===== config.mk =====
export PLATFORM = sky130hd
export DESIGN_NAME = morse_text_encoder
export DESIGN_NICKNAME = d
export VERILOG_FILES = /design/src/rtl/morse_text_encoder.sv
export SDC_FILE = /design/constraint.sdc
export NUM_CORES = 1
export LEC_CHECK = 0
export ABC_AREA = 1
export CAP_MARGIN = 20
export CORE_MARGIN = 2
export CORE_UTILIZATION = 53
export CTS_BUF_LIST = sky130_fd_sc_hd__clkbuf_8
export CTS_CLUSTER_DIAMETER = 150
export DETAILED_ROUTE_END_ITERATION = 10
export PLACE_DENSITY = 0.83
export RECOVER_POWER = 50
export SLEW_MARGIN = 10
export SYNTH_ARGS = -nofsm -noshare
export SYNTH_HDL_FRONTEND = slang
export SYNTH_SLANG_ARGS = --single-unit

===== constraint.sdc =====
create_clock -name clk -period 6.3 [get_ports clk]
set_input_delay 1.26 -clock clk [delete_from_list [all_inputs] [get_ports clk]]
set_output_delay 1.26 -clock clk [all_outputs]
set_load 0.01 [all_outputs]

===== src/rtl/morse_text_encoder.sv =====
// ASCII-to-Morse bitstream builder feeding the piezo player.
// Characters arrive on a valid/ready stream; the finished buffer is handed off with a one-cycle start pulse.
module morse_text_encoder #(
    parameter int unsigned MAX_BITS = 256,
    parameter int unsigned LEN_W    = 9
) (
    input  logic                clk,
    input  logic                rst_n,
    input  logic [7:0]          char_in,
    input  logic                char_valid,
    input  logic                char_last,
    output logic                char_ready,
    output logic [MAX_BITS-1:0] bitstream,
    output logic [LEN_W-1:0]    bit_length,
    output logic                start,
    input  logic                player_busy,
    input  logic                player_done,
    output logic                msg_active,
    output logic                err_char,
    output logic                overflow
);

    localparam int unsigned SUM_W  = LEN_W + 1;
    localparam int unsigned NEED_W = 4;

    typedef enum logic [2:0] {
        S_ACCEPT, S_LOOKUP, S_SEP, S_EMIT, S_FINISH, S_WAIT_DONE
    } state_e;

    typedef enum logic [1:0] {
        TOK_NONE, TOK_LETTER, TOK_WORDGAP
    } token_e;

    // {len[2:0], pat[4:0]}; pat is left-justified, pat[4] is the first symbol, 1 = dah. len 0 = unsupported.
    function automatic logic [7:0] morse_lut(input logic [7:0] c);
        case (c)
            "A": morse_lut = {3'd2, 5'b01000};
            "B": morse_lut = {3'd4, 5'b10000};
            "C": morse_lut = {3'd4, 5'b10100};
            "D": morse_lut = {3'd3, 5'b10000};
            "E": morse_lut = {3'd1, 5'b00000};
            "F": morse_lut = {3'd4, 5'b00100};
            "G": morse_lut = {3'd3, 5'b11000};
            "H": morse_lut = {3'd4, 5'b00000};
            "I": morse_lut = {3'd2, 5'b00000};
            "J": morse_lut = {3'd4, 5'b01110};
            "K": morse_lut = {3'd3, 5'b10100};
            "L": morse_lut = {3'd4, 5'b01000};
            "M": morse_lut = {3'd2, 5'b11000};
            "N": morse_lut = {3'd2, 5'b10000};
            "O": morse_lut = {3'd3, 5'b11100};
            "P": morse_lut = {3'd4, 5'b01100};
            "Q": morse_lut = {3'd4, 5'b11010};
            "R": morse_lut = {3'd3, 5'b01000};
            "S": morse_lut = {3'd3, 5'b00000};
            "T": morse_lut = {3'd1, 5'b10000};
            "U": morse_lut = {3'd3, 5'b00100};
            "V": morse_lut = {3'd4, 5'b00010};
            "W": morse_lut = {3'd3, 5'b01100};
            "X": morse_lut = {3'd4, 5'b10010};
            "Y": morse_lut = {3'd4, 5'b10110};
            "Z": morse_lut = {3'd4, 5'b11000};
            "0": morse_lut = {3'd5, 5'b11111};
            "1": morse_lut = {3'd5, 5'b01111};
            "2": morse_lut = {3'd5, 5'b00111};
            "3": morse_lut = {3'd5, 5'b00011};
            "4": morse_lut = {3'd5, 5'b00001};
            "5": morse_lut = {3'd5, 5'b00000};
            "6": morse_lut = {3'd5, 5'b10000};
            "7": morse_lut = {3'd5, 5'b11000};
            "8": morse_lut = {3'd5, 5'b11100};
            "9": morse_lut = {3'd5, 5'b11110};
            default: morse_lut = 8'h00;
        endcase
    endfunction

    state_e                state_q, state_d;
    token_e                prev_q, prev_d;
    logic [7:0]            char_q, char_d;
    logic                  last_q, last_d;
    logic [2:0]            sym_len_q, sym_len_d;
    logic [4:0]            sym_pat_q, sym_pat_d;
    logic [2:0]            sep_q, sep_d;
    logic                  is_space_q, is_space_d;
    logic                  char_ready_q, char_ready_d;
    logic [MAX_BITS-1:0]   bitstream_q, bitstream_d;
    logic [LEN_W-1:0]      bit_length_q, bit_length_d;
    logic                  start_q, start_d;
    logic                  msg_active_q, msg_active_d;
    logic                  err_q, err_d;
    logic                  overflow_q, overflow_d;

    logic [7:0]            upper_c;
    logic [7:0]            code_c;
    logic [2:0]            dahs_c;
    logic [2:0]            letter_sep_c;
    logic [NEED_W-1:0]     need_c;
    logic                  is_space_char_c;
    logic                  fits_c;

    // Decode of the latched character and the capacity check for it.
    always_comb begin
        upper_c = char_q;
        if (char_q >= 8'h61 && char_q <= 8'h7A) begin
            upper_c = char_q - 8'd32;
        end
        code_c = morse_lut(upper_c);
        dahs_c = '0;
        for (int i = 0; i < 5; i++) begin
            dahs_c = dahs_c + 3'(code_c[i]);
        end
        is_space_char_c = (char_q == 8'h20);
        letter_sep_c    = (prev_q == TOK_LETTER) ? 3'd2 : 3'd0;
        if (is_space_char_c) begin
            need_c = NEED_W'(4);
        end else begin
            need_c = NEED_W'(letter_sep_c) + NEED_W'(code_c[7:5]) + NEED_W'(dahs_c);
        end
        fits_c = (SUM_W'(bit_length_q) + SUM_W'(need_c)) <= SUM_W'(MAX_BITS);
    end

    always_comb begin
        state_d      = state_q;
        prev_d       = prev_q;
        char_d       = char_q;
        last_d       = last_q;
        sym_len_d    = sym_len_q;
        sym_pat_d    = sym_pat_q;
        sep_d        = sep_q;
        is_space_d   = is_space_q;
        bitstream_d  = bitstream_q;
        bit_length_d = bit_length_q;
        msg_active_d = msg_active_q;
        overflow_d   = overflow_q;
        start_d      = 1'b0;
        err_d        = 1'b0;

        case (state_q)
            S_ACCEPT: begin
                if (char_valid && char_ready_q) begin
                    char_d       = char_in;
                    last_d       = char_last;
                    msg_active_d = 1'b1;
                    if (!msg_active_q) begin
                        overflow_d = 1'b0;
                    end
                    state_d = S_LOOKUP;
                end
            end
            S_LOOKUP: begin
                // Dropped or ignored characters fall straight through to the next step.
                state_d = last_q ? S_FINISH : S_ACCEPT;
                if (is_space_char_c) begin
                    if (prev_q == TOK_LETTER) begin
                        if (fits_c) begin
                            sep_d      = 3'd4;
                            is_space_d = 1'b1;
                            state_d    = S_SEP;
                        end else begin
                            overflow_d = 1'b1;
                        end
                    end
                end else if (code_c[7:5] == 3'd0) begin
                    err_d = 1'b1;
                end else if (fits_c) begin
                    sym_len_d  = code_c[7:5];
                    sym_pat_d  = code_c[4:0];
                    sep_d      = letter_sep_c;
                    is_space_d = 1'b0;
                    state_d    = (letter_sep_c != 3'd0) ? S_SEP : S_EMIT;
                end else begin
                    overflow_d = 1'b1;
                end
            end
            S_SEP: begin
                bitstream_d  = bitstream_q
                             | (MAX_BITS'((sep_q == 3'd4) ? 4'hF : 4'h3) << bit_length_q);
                bit_length_d = bit_length_q + LEN_W'(sep_q);
                if (is_space_q) begin
                    prev_d  = TOK_WORDGAP;
                    state_d = last_q ? S_FINISH : S_ACCEPT;
                end else begin
                    state_d = S_EMIT;
                end
            end
            S_EMIT: begin
                if (sym_pat_q[4]) begin
                    bitstream_d  = bitstream_q | (MAX_BITS'(1) << bit_length_q);
                    bit_length_d = bit_length_q + LEN_W'(2);
                end else begin
                    bit_length_d = bit_length_q + LEN_W'(1);
                end
                sym_pat_d = sym_pat_q << 1;
                sym_len_d = sym_len_q - 3'd1;
                if (sym_len_q == 3'd1) begin
                    prev_d  = TOK_LETTER;
                    state_d = last_q ? S_FINISH : S_ACCEPT;
                end
            end
            S_FINISH: begin
                if (bit_length_q == '0) begin
                    msg_active_d = 1'b0;
                    state_d      = S_ACCEPT;
                end else if (!player_busy) begin
                    start_d = 1'b1;
                    state_d = S_WAIT_DONE;
                end
            end
            S_WAIT_DONE: begin
                // A done coinciding with our own start pulse is stale and ignored.
                if (player_done && !start_q) begin
                    bitstream_d  = '0;
                    bit_length_d = '0;
                    prev_d       = TOK_NONE;
                    msg_active_d = 1'b0;
                    state_d      = S_ACCEPT;
                end
            end
            default: state_d = S_ACCEPT;
        endcase

        char_ready_d = (state_d == S_ACCEPT);
    end

    always_ff @(posedge clk or negedge rst_n) begin
        if (!rst_n) begin
            state_q      <= S_ACCEPT;
            prev_q       <= TOK_NONE;
            char_q       <= '0;
            last_q       <= 1'b0;
            sym_len_q    <= '0;
            sym_pat_q    <= '0;
            sep_q        <= '0;
            is_space_q   <= 1'b0;
            char_ready_q <= 1'b0;
            bitstream_q  <= '0;
            bit_length_q <= '0;
            start_q      <= 1'b0;
            msg_active_q <= 1'b0;
            err_q        <= 1'b0;
            overflow_q   <= 1'b0;
        end else begin
            state_q      <= state_d;
            prev_q       <= prev_d;
            char_q       <= char_d;
            last_q       <= last_d;
            sym_len_q    <= sym_len_d;
            sym_pat_q    <= sym_pat_d;
            sep_q        <= sep_d;
            is_space_q   <= is_space_d;
            char_ready_q <= char_ready_d;
            bitstream_q  <= bitstream_d;
            bit_length_q <= bit_length_d;
            start_q      <= start_d;
            msg_active_q <= msg_active_d;
            err_q        <= err_d;
            overflow_q   <= overflow_d;
        end
    end

    assign char_ready = char_ready_q;
    assign bitstream  = bitstream_q;
    assign bit_length = bit_length_q;
    assign start      = start_q;
    assign msg_active = msg_active_q;
    assign err_char   = err_q;
    assign overflow   = overflow_q;

endmodule


### Word-level counts from Yosys, hierarchy flattened

Memories as Yosys holds them, arrays and structs flattened.
Cells that the tools add are included.

* register bits: 296
* ROM bits: 1024
* bits of input ports: 14
* output and inout port bits: 270
* logic and storage cells: 143
* memories kept: 1

Memories
* (no name shown): words 128, width 8, rd ports 1, clocked after Yosys merged registers in 0, wr ports 0, line 36 `case (c)`

* add/sub/neg operators: 12
* $lt $le $gt $ge: 3
* equal/unequal tests: 23
* shifts and indexed selects: 2
* muxes and demuxes: 64
* bitwise gates (word level): 2
* reductions and logical operators: 21

Operators with widths (count)
* $pmux 256 s3: 1
* $mux 256: 2
* $or 256x256->256: 2
* $shl 1x9->256 const A: 1
* $shl 4x9->256: 1
* $mux 3: 20
* $pmux 9 s3: 1
* $ne 2x2->1 const B: 11
* $mux 1: 21
* $mux 9: 2
* $pmux 3 s6: 1
* $mux 8: 2
* $reduce_and 4->1: 4
* $mux 5: 3
* $add 9x4->10: 1
* $le 10x9->1 const B: 1
* $pmux 5 s2: 1
* $add 9x1->9 const B: 1
* $add 9x2->9 const B: 1
* $add 9x3->9: 1
* $eq 3x3->1 const B: 3
* $logic_not 3->1: 3
* $logic_not 9->1: 1
* $reduce_bool 3->1: 3
* other kinds (27): 39

### Logic depth before layout (Yosys ltp)

An unclocked memory read counts as a cell.

* depth after elaboration: 18
* mapped depth: 34
* mapped depth without buffers: 34

### Worst setup path before layout

Ideal clock, no wire load.

* path kind: register to register
* from: reg char_q[0]
* to: reg sym_pat_q[1]
* library setup time: 0.126 ns
* arrival time: 5.162 ns
* required time: 6.174 ns
* setup slack: 1.012 ns
* stages on the path, launching flop included: 31
* buffers on the path: 1
* clock period less this slack: 5.288 ns
* path through: dfrtp_1 inv_1 ha_1 inv_1 nor2_1 nand3_1 nand3_2 nand2_4 inv_1 nand2_1 nand2_1 nor2_1 fa_1 inv_1 fa_1 inv_1 ha_1 fa_1 inv_1 nor2_1 fa_1 or2_2 a21oi_1 nand4_1 nand2_1 nand2_1 nand2_1 a21oi_1 a21oi_4 buf_6 o21ai_0

* cells in the longest elaborated chain, start to end: 15
* elaborated cells between the ends (all ways): 26
* those cells by class: 8 x add/sub; 3 x order compare; 4 x eq/ne; 7 x mux; 3 x reduce/logical; 1 x memory

Ends and longest elaborated chain
* start, declared: line 79 `logic [7:0] char_q, char_d;`
* start signal, assigned: line 245 `char_q <= char_d;`
* $ge 8x7->1 / $le 8x7->1 (equally long branches): line 104 `if (char_q >= 8'h61 && char_q <= 8'h7A) begin`
* $logic_and 1x1->1: line 104
* $mux 8: line 104
* $mem_v2 128x8
* $mux 8: line 36
* $add 1x1->2: line 110 `dahs_c = dahs_c + 3'(code_c[i]);`
* $add 2x1->3: line 110
* $add 3x1->3 (2 in a row): line 110
* $add 4x3->4: line 117 `need_c = NEED_W'(letter_sep_c) + NEED_W'(code_c[7:5]) + NEED_W'(dahs_c);`
* $mux 4: line 114 `if (is_space_char_c) begin`
* $add 9x4->10: line 119 `fits_c = (SUM_W'(bit_length_q) + SUM_W'(need_c)) <= SUM_W'(MAX_BITS);`
* $le 10x9->1: line 119
* $ne 2x2->1 (no line)
* $reduce_and 4->1 (no line)
* end signal, assigned: line 248 `sym_pat_q <= sym_pat_d;`
* end, declared: line 82 `logic [4:0] sym_pat_q, sym_pat_d;`

Parallel ways exist; a longest one is shown, timed or not. The select of a mux whose other input is x is not followed.
A chain may end at the register's enable or synchronous reset.

### Worst setup path after layout

* from: reg char_q[0]
* to: reg sym_pat_q[2]

Same word-level chain as after synthesis.

==> impl_metrics.json <==
{
  "grt_max_degree": 198,
  "power_switching_uw": 3165,
  "critical_path.startpoint_type": "register",
  "tightest_slew_margin_relative_to_the_limit": -1.075,
  "synth.mux.area_fraction": 0,
  "fin_total_pwr_uw": 7418,
  "globalplace.congestion": 0.9211,
  "min_period_ns": 5.829,
  "pwr-share-clk": 0.230,
  "floorplan.io_pins": 284,
  "antenna_violating_nets_left": 0,
  "area_growth_syn_to_layout_pct": 29.00,
  "synthesis.yosys.warnings": 0,
  "maxClockFrequency_mhz": 171.6,
  "switching_share": 0.4267,
  "core_area_um2": 25250,
  "cp.depth": 30,
  "clock_tree.htree_level_count": 2,
  "reg2regPathDepth": 30,
  "drt_first_pass_iters": 6,
  "clockBufferDepth": 3,
  "combinationalPowerShare": 0.428,
  "cts_hold_buffers": 0,
  "yosysSeqAreaShare": 0.5388,
  "clk_transition_reported_paths_ns": 0.06,
  "path_delay_family": "adder cells",
  "crit_type": "reg2reg",
  "finalNetCount": 1923,
  "unrepaired_setup_endpoints_after_global_routing": "false",
  "wp_buf_inv": 7,
  "total_neg_setup_slack_ns": 0,
  "worstPathArrival_ns": 6.34,
  "multi_input_comb_area_um2": 5239,
  "grt_usage": 0.3360,
  "synth_xor_area_frac": 0.003207,
  "grt_pass1_vias": 12790,
  "power.leakage_uw": 0.008679,
  "dr.first_iter.drc_count": 1485,
  "synth-compound-area-share": 0.1477,
  "filler_cell_count": 1957,
  "grt_overflow_total": 0,
  "placement_rows": 58,
  "crit_required_ns": 6.81,
  "placement.io_buffers": 283,
  "timing.critical_path.mode_cell": "inv_1",
  "wire_length_of_the_first_global_routing_pass_mm": 70.38,
  "drt-total-wl_mm": 45.38,
  "drv_cap": 1,
  "failed_checks": "max-capacitance violations, max-slew violations",
  "power_per_cell_area_nw_per_um2": 421.1,
  "power.sequential.fraction": 0.342,
  "netlist_area_um2": 13660,
  "worstHoldPathCells": 2,
  "drc_errors": 0,
  "clock_sinks": 294,
  "cp-end-kind": "register",
  "synthCells": 1620,
  "root_buffer": "clkbuf_8",
  "n_antenna_cell": 0,
  "number_of_antenna_violations_at_the_first_check_in_global_routing": 0,
  "final_layout_size_suffix_gt1_frac": 0.06106,
  "avgSynthCellArea_um2": 8.429,
  "fin_skew_ns": 0.02114,
  "final_min_period_over_clock_period": 0.9252,
  "num_vias": 12960,
  "floorplan.initialDensity": 0.5407,
  "final-max-slew-violation-count": 54,
  "tightest_slew_ns": 3.112,
  "fp.dieArea_um2": 27070,
  "mappedNetlistNets": 1664,
  "routed_wire_length_per_instance_um": 20.21,
  "internal_power_uw": 4253,
  "yosys.cell_types.count": 48,
  "synth_adder_area_share": 0.03024,
  "critPathMaxFanout": 16,
  "holdCritPathClass": "reg2reg",
  "synth_area_in_simple_gates": 0.2026,
  "power.ir.vdd_worst_mv": 0.2869,
  "critical-path-max-stage-delay_ns": 0.54,
  "chip_width_um": 164.5,
  "final_setup_violations": 0,
  "final_hold_viol_count": 0,
  "largest_family_of_logic_cells_by_synthesized_area": "simple AND/OR/NAND/NOR gates",
  "seq_area_um2": 7362,
  "synth-seq-cells": 294,
  "numCtsBuffers": 49,
  "vias_per_cell": 5.771,
  "fp.dieH_um": 164.5,
  "status": "complete, but fails checks",
  "clkLatencyLatePin_ns": 0.60,
  "critical-path-slowest-cell": "fa_1",
  "tritoncts": "built",
  "post_detailed_placement_half_perimeter_wirelength_mm": 30.89
}
area by class of cell:
class                   count  area share
clock inverters            28    0.009092
clock buffers              60     0.04688
multi-input cells        1077      0.2974
repair buffers            303      0.1722
well taps                 330     0.02344
flip-flops and latches    294      0.4179
inverters                 154     0.03310
power groups by stage:
stage	combinational [µW]	clock (µW)	sequential [µW]
3_3_place_gp	3080	0	2540
2_1_floorplan	1780	0	2590
3_5_place_dp	3140	0	2550
4_1_cts	3160	1720	2530
5_1_grt	3490	1800	2580
6_report	3170	1710	2540
timing repair:
action                                  CTS  global route
gates resized for setup                   0             3
setup buffers                             0             1
endpoints found under the setup margin    0            11
cells by family (layout without fill, tap and decap cells):
kind of cell / count (synthesis) / after routing
adders and majority gates: 30 / 30
DFF: 294 / 294
xor gates and xnor gates: 5 / 5
and+or+nand+nor: 667 / 667
AOI/OAI and AO/OA: 375 / 375
buffers and inverters: 249 / 545
registers in the layout, summed over array words and instances (netlist names):
name	cells
bitstream	256
bit_length	9
char_q	8
sym_pat_q	5
state_q	3
sym_len_q	3
prev_q	2
char_ready	1
err_char	1
is_space_q	1
last_q	1
msg_active	1
overflow	1
sep_q	1
start	1
final timing paths:
kind / from / slack [ns] / endpoint
hold / removal: prev_q[0] / 0.48 / prev_q[0]
setup / recovery: char_q[0] / 0.47 / sym_pat_q[2]
setup reg to reg: char_q[0] / 0.47 / sym_pat_q[2]
min in group asynchronous: rst_n / 1.71 / bitstream[112]
max in group asynchronous: rst_n / 1.84 / bitstream[50]
hold reg to reg: prev_q[0] / 0.48 / prev_q[0]
per-layer routing:
metal | track usage | part of all wire | up-vias
li1 | - | - | 5808
met1 | 0.4466 | 0.39 | 6292
met2 | 0.5038 | 0.45 | 730
met3 | 0.1005 | 0.10 | 132
met4 | 0.1672 | 0.051 | 0
met5 | 0 | 0 | -
cells in the final DEF (no fill, tap or decap), drive strengths merged, types with 61 or more instances in the layout:
cell type      count
nand3             61
dfrtp            294
clkbuf            63
clkdlybuf4s50    166
nand2            203
nor2             334
a21oi            258
dlygate4sd3      116
o21ai             65
inv              167
stage by stage:
stage	area [µm²]	cells	util	hold slack (ns)	worst slack, ns
3_3_place_gp	16620	2156	0.6579	0.4598	0.5974
6_report	17620	2246	0.6975	0.4833	0.4713
2_1_floorplan	13660	1620	-	0.4419	1.012
3_5_place_dp	16620	2156	0.6579	0.4742	0.3198
4_1_cts	17600	2244	0.6970	0.4892	0.3163
5_1_grt	17620	2246	0.6975	0.5078	0.01313
worst reg2reg max path: cells and delay by family, from the launching register on:
family          cells  cell delay [ns]
fa+ha+maj           6             2.46
simple gates       12             1.61
compound gates      5             0.66
buf+inv             7             0.62
flops               1             0.42
cells in the mapped netlist (all sizes together):
master	number	share of area
nor2	334	0.093
dfrtp	294	0.54
a21oi	258	0.097
nand2	203	0.057
inv	146	0.040
o21ai	65	0.024
nand3	61	0.024
buf	55	0.024
clkbuf	40	0.011
nor3	40	0.015
a31oi	28	0.013
ha	25	0.023
nand4	19	0.0087
clkinv	8	0.0023
o22ai	6	0.0032
fa	5	0.0073
nor4	5	0.0023
o211ai	4	0.0022
o31ai	4	0.0022
xor2	4	0.0026
a22oi	2	0.0011
and3	2	0.00092
o2111ai	2	0.0013
or2	2	0.00092
a21boi	1	0.00055
a21o	1	0.00055
a221oi	1	0.00064
a32oi	1	0.00064
nor3b	1	0.00055
o21a	1	0.00055
o21bai	1	0.00055
xnor2	1	0.00064
(Power assumes the default switching activity.)
